File: src/rtl/tfhe_pu_status_leds.sv
// Status LED stage: heartbeat, link/busy levels, activity stretchers, sticky error and link-drop flags.
// Optional build macro TFHE_PU_LED_ERR_BLINK_EN makes the error LED blink in phase with the heartbeat.
module tfhe_pu_status_leds #(
  parameter int HEARTBEAT_DIV  = 125000000,
  parameter int STRETCH_CYCLES = 25000000,
  parameter int ERR_W          = 4
) (
  input  logic             aclk,
  input  logic             aresetn,
  input  logic             user_lnk_up,
  input  logic             h2c_act,
  input  logic             c2h_act,
  input  logic             pu_busy,
  input  logic             pu_done,
  input  logic [ERR_W-1:0] err_in,
  input  logic             err_clear,
  output logic [ERR_W-1:0] err_cause,
  output logic [7:0]       leds
);

  localparam int HB_W = $clog2(HEARTBEAT_DIV);
  localparam int ST_W = $clog2(STRETCH_CYCLES + 1);
  localparam logic [HB_W-1:0] HB_LAST = HB_W'(HEARTBEAT_DIV - 1);
  localparam logic [ST_W-1:0] ST_LOAD = ST_W'(STRETCH_CYCLES);

  logic [HB_W-1:0]           hb_cnt_q, hb_cnt_d;
  logic                      hb_led_q, hb_led_d;
  logic                      lnk_q, lnk_d;
  logic                      drop_q, drop_d;
  logic [2:0][ST_W-1:0]      st_cnt_q, st_cnt_d;
  logic [2:0]                st_trig;
  logic [ERR_W-1:0]          err_cause_q, err_cause_d;
  logic                      err_led;
  logic [7:0]                leds_q, leds_d;

  always_comb begin
    hb_cnt_d = (hb_cnt_q == HB_LAST) ? '0 : hb_cnt_q + 1'b1;
    hb_led_d = hb_led_q ^ (hb_cnt_q == HB_LAST);
    lnk_d    = user_lnk_up;

    // Stretchers: a pulse always reloads to the full length, otherwise count down to zero.
    st_trig  = {pu_done, c2h_act, h2c_act};
    st_cnt_d = st_cnt_q;
    for (int i = 0; i < 3; i++) begin
      if (st_trig[i]) begin
        st_cnt_d[i] = ST_LOAD;
      end else if (st_cnt_q[i] != '0) begin
        st_cnt_d[i] = st_cnt_q[i] - 1'b1;
      end
    end

    // New error or drop events win over a simultaneous clear.
    err_cause_d = err_clear ? err_in : (err_cause_q | err_in);
    drop_d      = (lnk_q & ~user_lnk_up) | (drop_q & ~err_clear);

`ifdef TFHE_PU_LED_ERR_BLINK_EN
    err_led = (|err_cause_d) & hb_led_d;
`else
    err_led = |err_cause_d;
`endif

    leds_d = {drop_d,
              err_led,
              (st_cnt_d[2] != '0),
              pu_busy,
              (st_cnt_d[1] != '0),
              (st_cnt_d[0] != '0),
              lnk_d,
              hb_led_d};
  end

  always_ff @(posedge aclk) begin
    if (!aresetn) begin
      hb_cnt_q    <= '0;
      hb_led_q    <= 1'b0;
      lnk_q       <= 1'b0;
      drop_q      <= 1'b0;
      st_cnt_q    <= '0;
      err_cause_q <= '0;
      leds_q      <= '0;
    end else begin
      hb_cnt_q    <= hb_cnt_d;
      hb_led_q    <= hb_led_d;
      lnk_q       <= lnk_d;
      drop_q      <= drop_d;
      st_cnt_q    <= st_cnt_d;
      err_cause_q <= err_cause_d;
      leds_q      <= leds_d;
    end
  end

  assign err_cause = err_cause_q;
  assign leds      = leds_q;

endmodule

File: config.mk
export PLATFORM = sky130hd
export DESIGN_NAME = tfhe_pu_status_leds
export DESIGN_NICKNAME = d
export VERILOG_FILES = /design/src/rtl/tfhe_pu_status_leds.sv
export SDC_FILE = /design/constraint.sdc
export NUM_CORES = 1
export LEC_CHECK = 0
export ABC_CLOCK_PERIOD_IN_PS = 6600
export BUFFER_PORTS_ARGS = -buffer_cell sky130_fd_sc_hd__clkbuf_2
export CORE_MARGIN = 2
export CORE_UTILIZATION = 55
export CTS_CLUSTER_SIZE = 30
export DETAILED_ROUTE_END_ITERATION = 10
export PLACE_DENSITY = 0.82
export SYNTH_ARGS = -nofsm -noshare
export SYNTH_HDL_FRONTEND = slang
export SYNTH_SLANG_ARGS = --single-unit
File: constraint.sdc
create_clock -name aclk -period 6.6 [get_ports aclk]
set_clock_uncertainty 0.1 [all_clocks]
set_input_delay 0.66 -clock aclk [delete_from_list [all_inputs] [get_ports aclk]]
set_output_delay 0.66 -clock aclk [all_outputs]
set_load 0.01 [all_outputs]
=== Word level (Yosys, flattened, before mapping) ===
Index checks and enable logic that the tools add are counted.

* Logic and storage cells: 37
* Flip-flop bits (word level): 117

* Equal/unequal tests: 1
* Bitwise logic cells: 8
* Reduce and logical (&&, ||, !) cells: 8
* $add $sub $neg: 4
* Muxes and demuxes: 7

{| class="wikitable"
|+ Operator list
! operator !! count
|-
| 25-bit 2-to-1 mux || 6
|-
| 25-bit nonzero test || 6
|-
| 25-bit by 1-bit subtractor with 25-bit output, second input constant || 3
|-
| 27-bit by 1-bit adder with 27-bit output, second input constant || 1
|-
| 27-bit == test, second input constant || 1
|-
| 4-bit 2-to-1 mux || 1
|-
| 4-bit bitwise OR || 1
|-
| 4-bit OR reduction || 1
|-
| 1-bit NOT || 3
|-
| 1-bit bitwise AND || 2
|-
| 2-bit OR reduction || 1
|-
| 1-bit bitwise OR || 1
|-
| 1-bit bitwise XOR || 1
|}

=== Longest topological paths before layout ===
Gate-level depths: netlist of run 1.

* Depth after elaboration: 4
* Depth in mapped cells: 11
* Gate-level depth less buffers: 9

=== Worst setup path after synthesis of run 1 ===
No wires, ideal clock.

* Path type: register -> register
* Start: reg st_cnt_q[0] (netlist bit)
* End: reg leds_q[2], in the netlist leds[2]
* Period minus slack after synthesis: 2.824 ns
* Setup slack: 3.776 ns
* Library setup time: 0.120 ns
* Stages on the path, launching flop included: 10
* Data arrival time: 2.604 ns
* Path through: dfxtp_1 > inv_1 > ha_1 > nor4b_2 > nand3_1 > o31a_1 > nor3_2 > nand4_1 > or4_1 > o31a_1

* Longest elaborated chain between the ends: 4

{| class="wikitable"
|+ RTL lines
! item !! line !! RTL
|-
| from (decl) || 30 || <nowiki>logic [2:0][ST_W-1:0] st_cnt_q, st_cnt_d;</nowiki>
|-
| from (signal assigned) || 86 || <nowiki>st_cnt_q <= st_cnt_d;</nowiki>
|-
| 25-bit by 1-bit subtractor with 25-bit output or 25-bit nonzero test (tied branches) || 48, 47 ||
|-
| 25-bit 2-to-1 mux (*) || 47 || <nowiki>end else if (st_cnt_q[i] != '0) begin</nowiki>
|-
| 25-bit 2-to-1 mux (*) || 45 || <nowiki>if (st_trig[i]) begin</nowiki>
|-
| 25-bit nonzero test (*) || 67 || <nowiki>(st_cnt_d[0] != '0),</nowiki>
|-
| to (signal assigned) || 88 || <nowiki>leds_q <= leds_d;</nowiki>
|-
| to (decl) || 34 || <nowiki>logic [7:0] leds_q, leds_d;</nowiki>
|}

Mark *: on every way between the ends. The rest lies on a longest branch, timed or not.
A chain may end at the register's enable or synchronous reset.

=== Worst setup path after layout of run 1 ===
* Start: reg st_cnt_q[28] (netlist bit)
* End: reg leds_q[3], in the netlist leds[3]

* Longest elaborated chain between the ends: 4

{| class="wikitable"
|+ RTL lines
! item !! line !! RTL
|-
| 25-bit by 1-bit subtractor with 25-bit output or 25-bit nonzero test (tied branches) || 48, 47 ||
|-
| 25-bit 2-to-1 mux (*) || 47 ||
|-
| 25-bit 2-to-1 mux (*) || 45 ||
|-
| 25-bit nonzero test (*) || 66 || <nowiki>(st_cnt_d[1] != '0),</nowiki>
|}

Marked as above.

==> run_results.csv, run 1 <==
group,metric,value,unit
status,outcome,"complete, no violations",
cts,cts_resized,0,
critical_path,rr_worst_depth,7,
cts,cts_tree,"built",
critical_path,r2r-end,"leds[3]",
logic_synthesis,netlist_area,0.005594,sq mm
cts,worstSkewPairLatency,0.53,ns
global_routing,grt_pass1_wl,21760,um
global_routing,track_usage,24.19,%
place,place_area,0.005744,sq mm
logic_synthesis,yosysWarningCount,0,
detailed_routing,drt_iter0_markers,300,
cts,cts_root_buffer,"clkbuf_8",
power,power.share.switching,26.66,%
power,power.density,309.8,mW/mm^2
logic_synthesis,yosysTopAreaCellShare,40.80,%
logic_synthesis,synth_top_flop_cell,"dfxtp_1",
logic_synthesis,syn_avg_cell_area,8.215,sq um
cells_and_area,final_cell_mix,"dfxtp_1, nor2_1, xnor2_1",
power,p_int,1.439,mW
cts,cts_max_path_buffers,2,
cells_and_area,diodes,0,
place,dp_hpwl,8837,um
sta,fin_crit,3.381,ns
floorplan,die_area,0.01099,sq mm
floorplan,die_w,104.9,um
sta,max_freq,295.8,MHz
global_routing,grt_pass1_vias,4786,
logic_synthesis,synthCells,681,
min_path,hp-class,"in -> reg",
detailed_routing,wirelength,12980,um
cts,cts_max_level,4,
cts,cts_hold_buffers,0,
critical_path,end_kind,"flip-flop",
logic_synthesis,synth_nets,697,
sta,finalHoldViolations,0,
flow_run,maxCapViolCount,0,
sta,hold_ws,0.2452,ns
sta,finalSetupViolCount,0,
floorplan,initial_core_util,56.97,%
cells_and_area,final_common_cell,"dfxtp_1",
logic_synthesis,synthTopCellsByArea,"dfxtp_1, xnor2_1, nor2_1",
power,ir_drop,237.6,uV
logic_synthesis,synth.distinct_cells,58,
min_path,min_path_cells,2,
cells_and_area,fin_area,0.006334,sq mm
detailed_routing,ant_nets,0,
detailed_routing,vias_per_cell,6.041,
sta,finalCritPeriodShare,51.23,%
sta,slew_violations,0,
power,seqPwrFrac,39.9,%
floorplan,row_count,36,
power,power.switching,0.5231,mW
power,p_clk_share,46.1,%
sta,setup_tns,0,ns
critical_path,startpoint_type,"flip-flop",
detailed_routing,dr_total_vias,5050,
floorplan,die_h,104.9,um
detailed_routing,drtPass1Iterations,5,
power,power.leakage,2.266,nW
place,pre_cts_ws,3.436,ns
global_routing,antenna_found_initial,0,
critical_path,crit_fanout,11,
critical_path,crit_type,"reg -> reg",
power,p_comb_share,13.9,%
place,io_buffers,23,
cts,cts.sinks,114,
sta,slew_headroom,33.71,%
cells_and_area,areaGrowthSynthToFinish,13.22,%
min_path,whs_endpoint,"leds[4]",
cells_and_area,stdcell_count,836,
place,gp_congestion,0.9354,
floorplan,ios,24,
cells_and_area,final_nets,708,
logic_synthesis,ys_ff_latch,114,
logic_synthesis,yosysTopAreaCell,"dfxtp_1",
critical_path,critPathRequiredTime,6.90,ns
global_routing,gr-total-overflow,0,
cells_and_area,layout-drive-gt1-share,9.531,%
detailed_routing,routedWlPerCell,15.53,um
cts,numCtsBuffers,17,
cts,path_clk_slew,0.05,ns
cts,cts_setup_buffers,0,
floorplan,core,0.009819,sq mm
logic_synthesis,synth_seq_area_share,40.80,%
sta,worstMarginPinSlew,0.9944,ns
critical_path,r2r_slack,3.22,ns
global_routing,grt_max_degree,28,
detailed_routing,drc,0,
min_path,min_from,"pu_busy",
sta,fin_ws,3.219,ns
place,dp_cells,806,
critical_path,critPathArrivalTime,3.68,ns
sta,rsz0062_at_grt,"no",
logic_synthesis,synth_async_sr_flop_share,0,%
logic_synthesis,synth_edf_count,0,
critical_path,r2r-start,"st_cnt_q[28]",
state kept, by name (all words and copies together), names as in the netlist:
signal / count
hb_cnt_q: 27
leds: 7
st_cnt_q: 75
drop_q: 1
err_cause: 4
power by group through the flow:
stage	Sequential (mW)	Combinational, mW	Clock (mW)
after floorplan	0.778	0.221	0
after global placement	0.792	0.258	0
after detailed placement	0.794	0.265	0
after CTS	0.781	0.270	0.914
after global routing	0.789	0.303	0.945
final	0.783	0.274	0.905
synthesized netlist by cell type (3+ instances only):
cell       count
dfxtp_1      114
nor2_1       108
xnor2_1       52
a21oi_1       47
nor3_1        39
nand2_1       36
clkbuf_1      28
nand3_1       26
nor4_1        26
inv_1         19
xor2_1        18
nand4_1       15
o21ai_0       13
and2_1         9
or3_1          9
or4_1          9
nand2b_1       8
a211oi_1       6
nor2b_1        6
nor4b_1        6
o41ai_1        6
a31oi_1        5
and3_1         5
nand4b_1       5
o31ai_1        5
buf_4          4
ha_1           4
o31a_1         4
nand3b_1       3
nor3b_1        3
o2111ai_1      3
o21a_1         3
stage by stage:
stage,util (%),total power [mW]
after floorplan,-,0.9995
after global placement,58.50,1.050
after detailed placement,58.50,1.059
after CTS,64.50,1.965
after global routing,64.50,2.038
final,64.50,1.962
routing by layer:
metal  wire length, um  global-route usage [%]  share of wire, %  vias up
met4               347                   10.29               2.7        0
met2              6281                   39.42                48      190
met1              5608                   29.98                43     2368
met3               746                   6.737               5.7       43
met5                 0                       0                 0        -
li1                  -                       -                 -     2449
cells by family after synthesis:
group	share of synthesized area [%]
multiplexers	0.3579
AND/OR/NAND/NOR	30.46
XOR/XNOR	10.96
buffers and inverters	3.959
adder cells (fa/ha/maj)	0.8947
flip-flops	40.80
AO/OA/AOI/OAI	12.57
critical path, cell delays in order (launching register included):
cell	delay, ns
dfxtp_1	0.38
nor4_1	0.60
nand4_1	0.55
o41ai_1	0.66
nand4b_1	0.16
o32ai_1	0.20
nand3b_1	0.15
o41a_1	0.44
worst max path at each step:
stage | depth (start not counted) | startpoint | slack (ns) | to
finish | 7 | st_cnt_q[28] | 3.22 | leds[3]
global route | 7 | st_cnt_q[28] | 3.08 | leds[3]
CTS | 7 | st_cnt_q[28] | 3.35 | leds[3]
detailed placement | 9 | st_cnt_q[0] | 3.44 | leds[2]
global placement | 9 | st_cnt_q[0] | 3.59 | leds[2]
floorplan | 9 | st_cnt_q[0] | 3.78 | leds[2]
area by class of cell:
| cell class | instances | area, sq um |
|---|---|---|
| tap | 133 | 166.4 |
| multi-input combinational | 514 | 3090 |
| sequential | 114 | 2282 |
| clock inverter | 10 | 133.9 |
| clock buffer | 20 | 455.4 |
| fill | 856 | 3486 |
| inverter | 20 | 75.07 |
| timing repair buffer | 25 | 130.1 |
Power figures use the tool's default switching activity.
==> run 2: changes to the inputs <==
Settings changed: ABC_CLOCK_PERIOD_IN_PS 6600 to 2900, PLACE_DENSITY 0.82 to 0.85.
Clock period 6.6 ns to 2.9 ns, I/O delays scaled along.
==> run_results.csv, run 2 (synthesis gave the netlist of run 1 again) <==
group,metric,value,unit
power,seqPwrFrac,37.4,%
floorplan,row_count,36,
floorplan,die_area,0.01099,sq mm
power,power.share.switching,28.40,%
floorplan,die_w,104.9,um
sta,fin_ws,-0.06227,ns
place,dp_cells,838,
status,outcome,"complete, but fails checks",
power,p_int,3.415,mW
critical_path,rr_worst_depth,9,
cells_and_area,areaGrowthSynthToFinish,23.33,%
critical_path,critPathArrivalTime,3.27,ns
cells_and_area,final_cell_mix,"dfxtp_1, nor2_1, xnor2_1",
cells_and_area,top_register,"st_cnt_q",
global_routing,antenna_found_initial,0,
min_path,hp-class,"in -> reg",
place,pre_cts_ws,0.01006,ns
critical_path,r2r-start,"st_cnt_q[19]",
cts,path_clk_slew,0.06,ns
sta,setup_tns,-0.06227,ns
place,place_area,0.005984,sq mm
critical_path,crit_type,"reg -> reg",
power,power.density,691.4,mW/mm^2
place,io_buffers,23,
cts,numCtsBuffers,17,
min_path,whs_endpoint,"st_cnt_q[68]",
detailed_routing,wirelength,15210,um
floorplan,die_h,104.9,um
detailed_routing,dr_total_vias,5391,
detailed_routing,drtPass1Iterations,4,
sta,slew_violations,0,
cts,worstSkewPairLatency,0.52,ns
detailed_routing,drt_iter0_markers,319,
cts,cts_max_level,4,
sta,max_freq,337.6,MHz
flow_run,maxCapViolCount,0,
critical_path,r2r_slack,-0.06,ns
global_routing,track_usage,26.50,%
sta,finalCritPeriodShare,102.1,%
cts,cts.sinks,114,
critical_path,startpoint_type,"flip-flop",
global_routing,grt_pass1_wl,23850,um
floorplan,ios,24,
global_routing,gr-total-overflow,0,
cells_and_area,fin_area,0.006899,sq mm
cts,cts_root_buffer,"clkbuf_8",
cells_and_area,largest_reg_flops,75,
sta,fin_crit,2.962,ns
cells_and_area,diodes,0,
detailed_routing,vias_per_cell,6.051,
min_path,min_from,"pu_done",
global_routing,grt_max_degree,28,
cts,cts_max_path_buffers,2,
cts,cts_tree,"built",
sta,finalHoldViolations,0,
sta,slew_headroom,40.54,%
cells_and_area,stdcell_count,891,
detailed_routing,ant_nets,0,
critical_path,end_kind,"flip-flop",
power,p_comb_share,16.3,%
detailed_routing,routedWlPerCell,17.07,um
floorplan,core,0.009819,sq mm
critical_path,crit_fanout,6,
cells_and_area,final_common_cell,"dfxtp_1",
sta,rsz0062_at_grt,"yes",
critical_path,r2r-end,"leds[2]",
critical_path,critPathRequiredTime,3.21,ns
status,violations,"negative setup slack",
place,dp_hpwl,9416,um
floorplan,initial_core_util,56.97,%
cells_and_area,final_nets,761,
detailed_routing,drc,0,
global_routing,grt_pass1_vias,5216,
sta,worstMarginPinSlew,0.8910,ns
sta,finalSetupViolCount,1,
min_path,min_path_cells,2,
power,power.switching,1.354,mW
power,power.leakage,2.563,nW
cells_and_area,layout-drive-gt1-share,17.15,%
power,p_clk_share,46.4,%
place,gp_congestion,0.9325,
power,ir_drop,506.8,uV
run 2: cell types whose count changed in the layout (fill, tap and decap cells not counted), moves of 3 or more:
cell	delta
buf_4	+43
clkbuf_8	-3
clkinv_2	-3
dlygate4sd3_1	+8
inv_6	+3
nor3b_1	-3
nor3b_2	+3
nor4_1	-5
nor4_2	+3
run 2: final cells by class:
type / instances / area (sq um)
clock buffers: 18 / 417.9
inverters: 20 / 75.07
fillers: 734 / 2920
flip-flops and latches: 114 / 2285
repair buffers: 78 / 555.5
well taps: 133 / 166.4
multi-input cells: 514 / 3196
clock inverters: 14 / 203.9
run 2: per-stage QoR:
stage	util (%)	hold slack, ns	total power [mW]
CTS	68.59	0.05515	4.680
global route	70.26	0.06800	4.908
floorplan	-	0.2693	2.275
detailed placement	60.95	0.3556	2.480
global placement	60.95	0.3445	2.454
finish	70.26	0.04564	4.770
run 2: critical path, cell delays in order (launching register included):
cell and delay [ns]:
dfxtp_2 0.35, or4_4 0.55, nor4_4 0.33, buf_6 0.18
buf_6 0.11, nor3_1 0.06, xnor2_1 0.25, nand3_1 0.16
or4_4 0.52, o31a_1 0.25
run 2: worst max path at each step:
stage          slack (ns)      end    startpoint  cells past startpoint
6_report            -0.06  leds[2]  st_cnt_q[19]                      9
5_1_grt             -0.09  leds[2]  st_cnt_q[19]                      9
4_1_cts             0.008  leds[2]  st_cnt_q[18]                      8
3_5_place_dp         0.01  leds[2]   st_cnt_q[1]                      9
3_3_place_gp         0.13  leds[2]  st_cnt_q[18]                      8
2_1_floorplan        0.08  leds[2]   st_cnt_q[0]                      9
run 2: power by group through the flow:
| stage | combinational [mW] | sequential (mW) | clock [mW] |
|---|---|---|---|
| after floorplan | 0.504 | 1.77 | 0 |
| after global placement | 0.662 | 1.79 | 0 |
| after detailed placement | 0.680 | 1.80 | 0 |
| after CTS | 0.715 | 1.77 | 2.20 |
| after global routing | 0.839 | 1.79 | 2.27 |
| final | 0.775 | 1.78 | 2.21 |
run 2: repair_timing:
action	CTS	global route
resized for setup	5	17
setup buffers	3	10
gates cloned	0	0
hold buffers	8	0
endpoints found under the hold margin	8	0
pin swaps	0	12
endpoints found under the setup margin	1	3
run 2: per-layer routing:
layer	vias up	track usage, %	share of wire [%]	wire, um
met1	2532	31.65	41	6224
met5	-	0	0	0
met3	59	5.802	6.5	993
met4	0	12.67	3.4	520
met2	228	45.13	49	7472
li1	2572	-	-	-
